<file path="config.mk">
export PLATFORM = sky130hd
export DESIGN_NAME = ysyx_22040127_wb_arbiter
export DESIGN_NICKNAME = d
export VERILOG_FILES = /design/src/rtl/ysyx_22040127_wb_arbiter.sv
export SDC_FILE = /design/constraint.sdc
export NUM_CORES = 1
export LEC_CHECK = 0
export ABC_CLOCK_PERIOD_IN_PS = 5550
export BUFFER_PORTS_ARGS = -buffer_cell sky130_fd_sc_hd__buf_2
export CELL_PAD_IN_SITES_DETAIL_PLACEMENT = 1
export CELL_PAD_IN_SITES_GLOBAL_PLACEMENT = 1
export CORE_MARGIN = 2
export CORE_UTILIZATION = 47
export CTS_BUF_LIST = sky130_fd_sc_hd__clkbuf_16
export DETAILED_ROUTE_END_ITERATION = 10
export GPL_TIMING_DRIVEN = 1
export PLACE_DENSITY_LB_ADDON = 0.1
export SYNTH_ARGS = -nofsm -noshare
export SYNTH_HDL_FRONTEND = slang
export SYNTH_SLANG_ARGS = --single-unit
</file>
<file path="constraint.sdc">
create_clock -name clk -period 5.55 [get_ports clk]
set_input_delay 1.11 -clock clk [delete_from_list [all_inputs] [get_ports clk]]
set_output_delay 1.11 -clock clk [all_outputs]
set_load 0.02 [all_outputs]
</file>
<file path="src/rtl/ysyx_22040127_wb_arbiter.sv">
// Write-back arbiter: two small FIFOs (A = ALU, B = LSU) sharing one GPR write port.
// The WBARB_FWD_EN macro adds the single-match forwarding outputs q_fwd_valid/q_fwd_data.
//
// last   | meaning
// SRC_A  | A took the most recent grant; B wins the next tie
// SRC_B  | B took the most recent grant, or reset; A wins the next tie
module ysyx_22040127_wb_arbiter #(
  parameter int DATA_WIDTH = 64,
  parameter int ADDR_WIDTH = 5,
  parameter int DEPTH      = 2
) (
  input  logic                  clk,
  input  logic                  rst,
  input  logic                  a_valid,
  output logic                  a_ready,
  input  logic [ADDR_WIDTH-1:0] a_addr,
  input  logic [DATA_WIDTH-1:0] a_data,
  input  logic                  b_valid,
  output logic                  b_ready,
  input  logic [ADDR_WIDTH-1:0] b_addr,
  input  logic [DATA_WIDTH-1:0] b_data,
  output logic                  rf_wen,
  output logic [ADDR_WIDTH-1:0] rf_waddr,
  output logic [DATA_WIDTH-1:0] rf_wdata,
  input  logic [ADDR_WIDTH-1:0] q_addr,
`ifdef WBARB_FWD_EN
  output logic                  q_fwd_valid,
  output logic [DATA_WIDTH-1:0] q_fwd_data,
`endif
  output logic                  q_hazard
);

  localparam int PW = $clog2(DEPTH);

  typedef enum logic {SRC_A = 1'b0, SRC_B = 1'b1} src_t;

  src_t                  last, last_next;
  logic [1:0]            in_valid, full, empty, push, grant;
  logic [ADDR_WIDTH-1:0] in_addr   [2];
  logic [DATA_WIDTH-1:0] in_data   [2];
  logic [PW:0]           wptr      [2];
  logic [PW:0]           rptr      [2];
  logic [PW:0]           occ       [2];
  logic [ADDR_WIDTH-1:0] mem_addr  [2][DEPTH];
  logic [DATA_WIDTH-1:0] mem_data  [2][DEPTH];
  logic [ADDR_WIDTH-1:0] head_addr [2];
  logic [DATA_WIDTH-1:0] head_data [2];
  logic [DEPTH-1:0]      slot_valid[2];

  assign in_valid = {b_valid, a_valid};
  assign in_addr  = '{a_addr, b_addr};
  assign in_data  = '{a_data, b_data};

  always_comb begin
    for (int s = 0; s < 2; s++) begin
      full[s]      = (wptr[s][PW-1:0] == rptr[s][PW-1:0]) && (wptr[s][PW] != rptr[s][PW]);
      empty[s]     = (wptr[s] == rptr[s]);
      occ[s]       = wptr[s] - rptr[s];
      // Address-0 requests complete the handshake but never occupy a slot.
      push[s]      = in_valid[s] && !full[s] && (in_addr[s] != '0);
      head_addr[s] = mem_addr[s][rptr[s][PW-1:0]];
      head_data[s] = mem_data[s][rptr[s][PW-1:0]];
      for (int i = 0; i < DEPTH; i++)
        slot_valid[s][i] = {1'b0, PW'(i) - rptr[s][PW-1:0]} < occ[s];
    end
  end

  assign a_ready = !full[0];
  assign b_ready = !full[1];

  always_comb begin
    grant[0]  = !empty[0] && (empty[1] || last == SRC_B);
    grant[1]  = !empty[1] && (empty[0] || last == SRC_A);
    last_next = last;
    if (grant[0])      last_next = SRC_A;
    else if (grant[1]) last_next = SRC_B;
  end

  always_ff @(posedge clk or posedge rst) begin
    if (rst) last <= SRC_B;
    else     last <= last_next;
  end

  always_ff @(posedge clk or posedge rst) begin
    if (rst) begin
      for (int s = 0; s < 2; s++) begin
        wptr[s] <= '0;
        rptr[s] <= '0;
      end
    end else begin
      for (int s = 0; s < 2; s++) begin
        if (push[s])  wptr[s] <= wptr[s] + 1'b1;
        if (grant[s]) rptr[s] <= rptr[s] + 1'b1;
      end
    end
  end

  // Storage needs no reset: slot validity comes only from the pointers.
  always_ff @(posedge clk) begin
    for (int s = 0; s < 2; s++) begin
      if (push[s]) begin
        mem_addr[s][wptr[s][PW-1:0]] <= in_addr[s];
        mem_data[s][wptr[s][PW-1:0]] <= in_data[s];
      end
    end
  end

  always_ff @(posedge clk or posedge rst) begin
    if (rst) begin
      rf_wen   <= 1'b0;
      rf_waddr <= '0;
      rf_wdata <= '0;
    end else if (grant[0]) begin
      rf_wen   <= 1'b1;
      rf_waddr <= head_addr[0];
      rf_wdata <= head_data[0];
    end else if (grant[1]) begin
      rf_wen   <= 1'b1;
      rf_waddr <= head_addr[1];
      rf_wdata <= head_data[1];
    end else begin
      rf_wen   <= 1'b0;
    end
  end

  logic                  hit_any, hit_multi;
  logic [DATA_WIDTH-1:0] hit_data;

  always_comb begin
    hit_any   = 1'b0;
    hit_multi = 1'b0;
    hit_data  = '0;
    for (int s = 0; s < 2; s++) begin
      for (int i = 0; i < DEPTH; i++) begin
        if (slot_valid[s][i] && mem_addr[s][i] == q_addr) begin
          if (hit_any) hit_multi = 1'b1;
          hit_any  = 1'b1;
          hit_data = mem_data[s][i];
        end
      end
    end
    if (rf_wen && rf_waddr == q_addr) begin
      if (hit_any) hit_multi = 1'b1;
      hit_any  = 1'b1;
      hit_data = rf_wdata;
    end
    if (q_addr == '0) begin
      hit_any   = 1'b0;
      hit_multi = 1'b0;
    end
  end

  assign q_hazard = hit_any;

`ifdef WBARB_FWD_EN
  assign q_fwd_valid = hit_any && !hit_multi;
  assign q_fwd_data  = (hit_any && !hit_multi) ? hit_data : '0;
`else
  logic unused_fwd;
  assign unused_fwd = hit_multi ^ (^hit_data);
`endif

`ifndef SYNTHESIS
  always_ff @(posedge clk) begin
    if (!rst) begin
      for (int s = 0; s < 2; s++) begin
        assert (occ[s] <= (PW+1)'(DEPTH));
        assert (!(grant[s] && empty[s]));
        assert (!(push[s] && full[s]));
      end
    end
  end
`endif

endmodule
</file>
== Word-level counts from Yosys, hierarchy flattened ==
Memory sizes are Yosys's and may differ from the RTL's.
Index checks and enable logic that the tools add are counted.
Cells by class
  $lt $le $gt $ge: 10
  add/sub/neg operators: 10
  reductions and logical operators: 25
  muxes and demuxes: 40
  equality and inequality tests: 11
  bitwise logic cells: 5
Operators by type and width (count)
  2-to-1 mux 64 bit: 10
  2-to-1 mux 128 bit: 2
  demux 64 bit (select 1 bit): 2
  2-to-1 mux 5 bit: 10
  equality test 5 bit: 5
  2-to-1 mux 10 bit: 2
  logical AND 1 bit: 15
  2-to-1 mux 1 bit: 12
  demux 5 bit (select 1 bit): 2
  nonzero test 5 bit: 2
  adder 2 x 1 -> 2 bit, second input constant: 4
  greater-or-equal comparator 2 bit, second input constant: 4
  less-than comparator 1 x 2 -> 1 bit: 4
  NOT 1 -> 2 bit: 4
  logical NOT 5 bit: 1
  equality test 2 bit: 2
  logical NOT 1 bit: 4
  less-than comparator 2 x 1 -> 1 bit, second input constant: 2
  subtractor 1 bit, first input constant: 4
  subtractor 2 bit: 2
  equality test 1 bit: 2
  logical OR 1 bit: 2
  inequality test 1 bit: 2
  nonzero test 2 bit: 1
  NOT 1 bit: 1
Storage, ports and cells
  memories kept: 2
  bits of input ports: 147
  RAM bits: 276
  output and inout bits: 73
  flip-flop bits (word level): 79
Memories
  mem_data: depth 2, bits a word 128, read ports 2, clocked after memory_dff 0, write ports 2, RTL line 45  | logic [DATA_WIDTH-1:0] mem_data [2][DEPTH];
  mem_addr: depth 2, bits a word 10, read ports 2, clocked after memory_dff 0, write ports 2, RTL line 44  | logic [ADDR_WIDTH-1:0] mem_addr [2][DEPTH];

== Longest topological paths before layout ==
  depth in word-level cells: 9
  gate-level depth with buffers: 9
  depth with buffers taken out: 8

== Least setup slack after synthesis ==
OpenSTA, ideal clock, no wires.
  kind: input to register
  start point: in a_addr[0]
  end point: mem mem_addr[0][0] in the netlist's numbering, enable pin
  slack: 0.759 ns
  data arrival time: 4.291 ns
  stages: 3
  required time: 5.051 ns
  library setup time: 0.499 ns
  cell sequence: or4_1 -> o211ai_1 -> nor2_1
RTL lines
  start: declaration: RTL line 16  | input logic [ADDR_WIDTH-1:0] a_addr,
  end: declaration: RTL line 44

== Final worst setup path ==
  start point: reg rptr[0] in the netlist's numbering
  end point: out q_hazard
On the way
  longest elaborated chain between the ends: 7
Ends and longest elaborated chain
  start: declaration: RTL line 42  | logic [PW:0] rptr [2];
  start signal: indexed assignment: RTL line 93  | if (grant[s]) rptr[s] <= rptr[s] + 1'b1;
  subtractor 2 bit or subtractor 1 bit (tied branches): RTL line 58, 64
  less-than comparator 1 x 2 -> 1 bit: RTL line 64  | slot_valid[s][i] = {1'b0, PW'(i) - rptr[s][PW-1:0]} < occ[s];
  logical AND 1 bit: RTL line 135  | if (slot_valid[s][i] && mem_addr[s][i] == q_addr) begin
  2-to-1 mux 1 bit: RTL line 135
  2-to-1 mux 1 bit *: RTL line 135
  2-to-1 mux 1 bit *: RTL line 142  | if (rf_wen && rf_waddr == q_addr) begin
  2-to-1 mux 1 bit *: RTL line 147  | if (q_addr == '0) begin
  end: declaration: RTL line 30  | output logic q_hazard
Every way passes the cells marked *; elsewhere a longest branch is shown, timed or not.

==> results.md <==
- # H-tree levels: 2
- Global routing usage on met2: 0.379
- CP required: 4440 ps
- R2r setup slk: 1930 ps
- Max Slew Vio Count: 0
- Mapped Avg Cell Area: 15.5 um^2
- Power Dens Cells: 700 nW/um^2
- Die W: 178 um
- Synthesized cell area: 14,200 um^2
- Tcrit/Tclk final: 0.750
- Die Y: 178 um
- Finish-stage setup viols: 0
- Layout net count: 1,279
- Crit Path Class: reg -> out
- Place WS: 1920 ps
- Hold path start: wptr[1]
- Layout Skew: 14.1 ps
- CP arrival: 3050 ps
- DP Wirelength: 22,100 um
- # resized after CTS: 0
- Register area share after synthesis: 0.723
- Congestion Overflow GR: 0
- Vias per inst: 5.68
- Netlist cell types: 29
- Maxcap violations: 0
- Worst skew pair latency: 530 ps
- Sink Count: 355
- Detail Route Antenna Nets: 0
- Site Rows: 63
- Fmax: 0.240 GHz
- Critical Path Source Type: flop
- DR vias: 8,793
- WHS Endpoint: wptr[1]
- Drt pass-1 iters: 5
- Async S/R FF share, synth: 0.223
- I/O pins: 220
- Overall routing resource usage: 0.228
- Most common cell in the netlist: edfxtp_1
- Maximum vdd drop: 0.000475 V
- Synth top cells by count: edfxtp_1, mux2i_1, dfrtp_1
- First-pass GRT wire length: 54,300 um
- GPL Wtd Cong: 0.726
- Minimum clock period: 4160 ps
- Antenna violations before repair: 2
- RSZ-0062 raised after global routing: false
- Drc violations: 0
- Clock Path Buffers: 3
- Hold Path Depth: 1
- Starting DRT DRC Count: 626
- Number of synthesized register bits: 355
- EDFF count, synth: 276
- Setup Fix Bufs, Post-CTS: 0
- Ys Warns: 0
- Slew @ Worst Pin: 1090 ps
- Worst r2r src: rptr[2]
- Maximum fanout along the worst path: 46
- Hold_ws: 495 ps
- Finished Core Util: 0.567
- Pin count of the biggest net entering global routing: 82
- Vias in the first global route: 9,423
- Syn Nets: 1,072
- Cts hold-fix bufs: 0
- Root Buffer: clkbuf_16
- Grt met1 use: 0.309
- Grt met3 use: 0.0323
- Share of layout cells above drive strength 1: 0.253
- DRT Wirelength: 35,900 um
- Area grow syn2layout: 18.6%
- Worst Setup End Kind: output port
- CTS clock-pin slew for the worst setup and hold paths: 60 ps
- Setup TNS: 0 ps
- Max_slew headroom: 0.274
- Gate Count Post-Synth: 919
- Reg2reg path depth: 7
- Final worst setup slack: 1390 ps
- Core Region: 29,700 um^2
- Initial core utilization: 0.478
- LEAKAGE: 6.62 nW
- Share of the synthesized area in the top cell type: 0.583
- Most Crowded Layer GR: met2
- Most common flop cell mapped by yosys: edfxtp_1
- CTS tree: built
- Final hold violation count: 0
- Die area: 31,600 um^2
- Worst r2r dst: rf_wdata[50]
- Most area-consuming cells after synthesis: edfxtp_1, dfrtp_1, mux2i_1
- Port bufs: 219
- Hold WC Path Type: reg -> reg
- Num CTS Buffers: 38
- Cell taking the most area after synthesis: edfxtp_1
- Status: completed
- Per-cell routed wire length: 23.1 um
- PnR Total Power: 11.8 mW
[worst max path at each step]
stage | cells past startpoint | startpoint | end | slack (ps)
after floorplan | 3 | a_addr[0] | mem_addr[0][0] | 760
final | 8 | rptr[0] | q_hazard | 1390
after global placement | 5 | rptr[2] | mem_data[0][45] | 1980
after global routing | 8 | rptr[0] | q_hazard | 1290
after detailed placement | 7 | rptr[2] | rf_wdata[53] | 1920
after CTS | 8 | rptr[0] | q_hazard | 1380
[cell type report]
type / count / area, um^2
well taps: 390 / 488
diodes: 3 / 7.51
repair buffers: 234 / 1210
multi-input cells: 490 / 3650
clock inverters: 29 / 168
clock buffers: 41 / 1030
flip-flops and latches: 355 / 10300
inverters: 7 / 27.5
fillers: 2867 / 12900
[flip-flops by register name (all words and copies together), names as in the netlist]
signal    count
mem_addr     20
last          1
rf_wen        1
rf_waddr      5
mem_data    256
rf_wdata     64
wptr          4
rptr          4
[placed cells by master (no fill, tap or decap), types with 2 or more instances in the layout]
cell and count:
nor3_1 3, a32o_1 69, mux2i_1 138, clkinv_1 10
a21oi_1 70, nor4_1 2, or4_1 2, diode_2 3
clkbuf_16 41, inv_1 20, nand2b_1 2, bufinv_16 2
edfxtp_1 276, o21ai_0 73, clkinv_2 3, dfrtp_4 2
buf_4 15, buf_2 219, dfrtp_1 76, xor2_1 8
nand2_1 72, nor2_4 4, ha_1 6, nand4_1 4
xnor2_1 26, o211ai_1 2
[stage by stage]
| step | area [um^2] | instances |
|---|---|---|
| floorplan | 14200 | 919 |
| global placement | 15700 | 1476 |
| detailed placement | 15700 | 1476 |
| CTS | 16800 | 1546 |
| global route | 16900 | 1549 |
| finish | 16900 | 1549 |
[cells by family (layout without fill, tap and decap cells)]
kind of cell	count (synthesis)	count (layout)	share of synthesized area
mux	138	138	0.0972
compound gates	216	216	0.102
other cells	0	3	0
fa+ha+maj	6	6	0.00528
xor+xnor	35	35	0.0221
flops	355	355	0.723
buf+inv	74	311	0.0232
simple gates	95	95	0.0280
[report_power, final]
part / total, mW / leakage (nW) / switching [mW] / internal [mW]
sequential: 4.50 / 3.46 / 0.528 / 3.97
combinational: 4.89 / 2.53 / 3.18 / 1.70
clock: 2.41 / 0.632 / 0.995 / 1.42
[routing by layer]
metal	share of wire	routed length, um	vias up
met5	0	0	-
met4	0.029	1050	0
met3	0.047	1680	59
met2	0.49	17600	258
met1	0.43	15500	4516
li1	-	-	3960
[critical path, stage by stage (launching register included)]
cell	delay, ps
dfrtp_4	1030
ha_1	300
inv_1	50
ha_1	260
o21ai_0	240
o22ai_1	110
nor4_1	290
a21oi_1	60
buf_2	180
No activity file was read; power rests on OpenSTA's default activity.
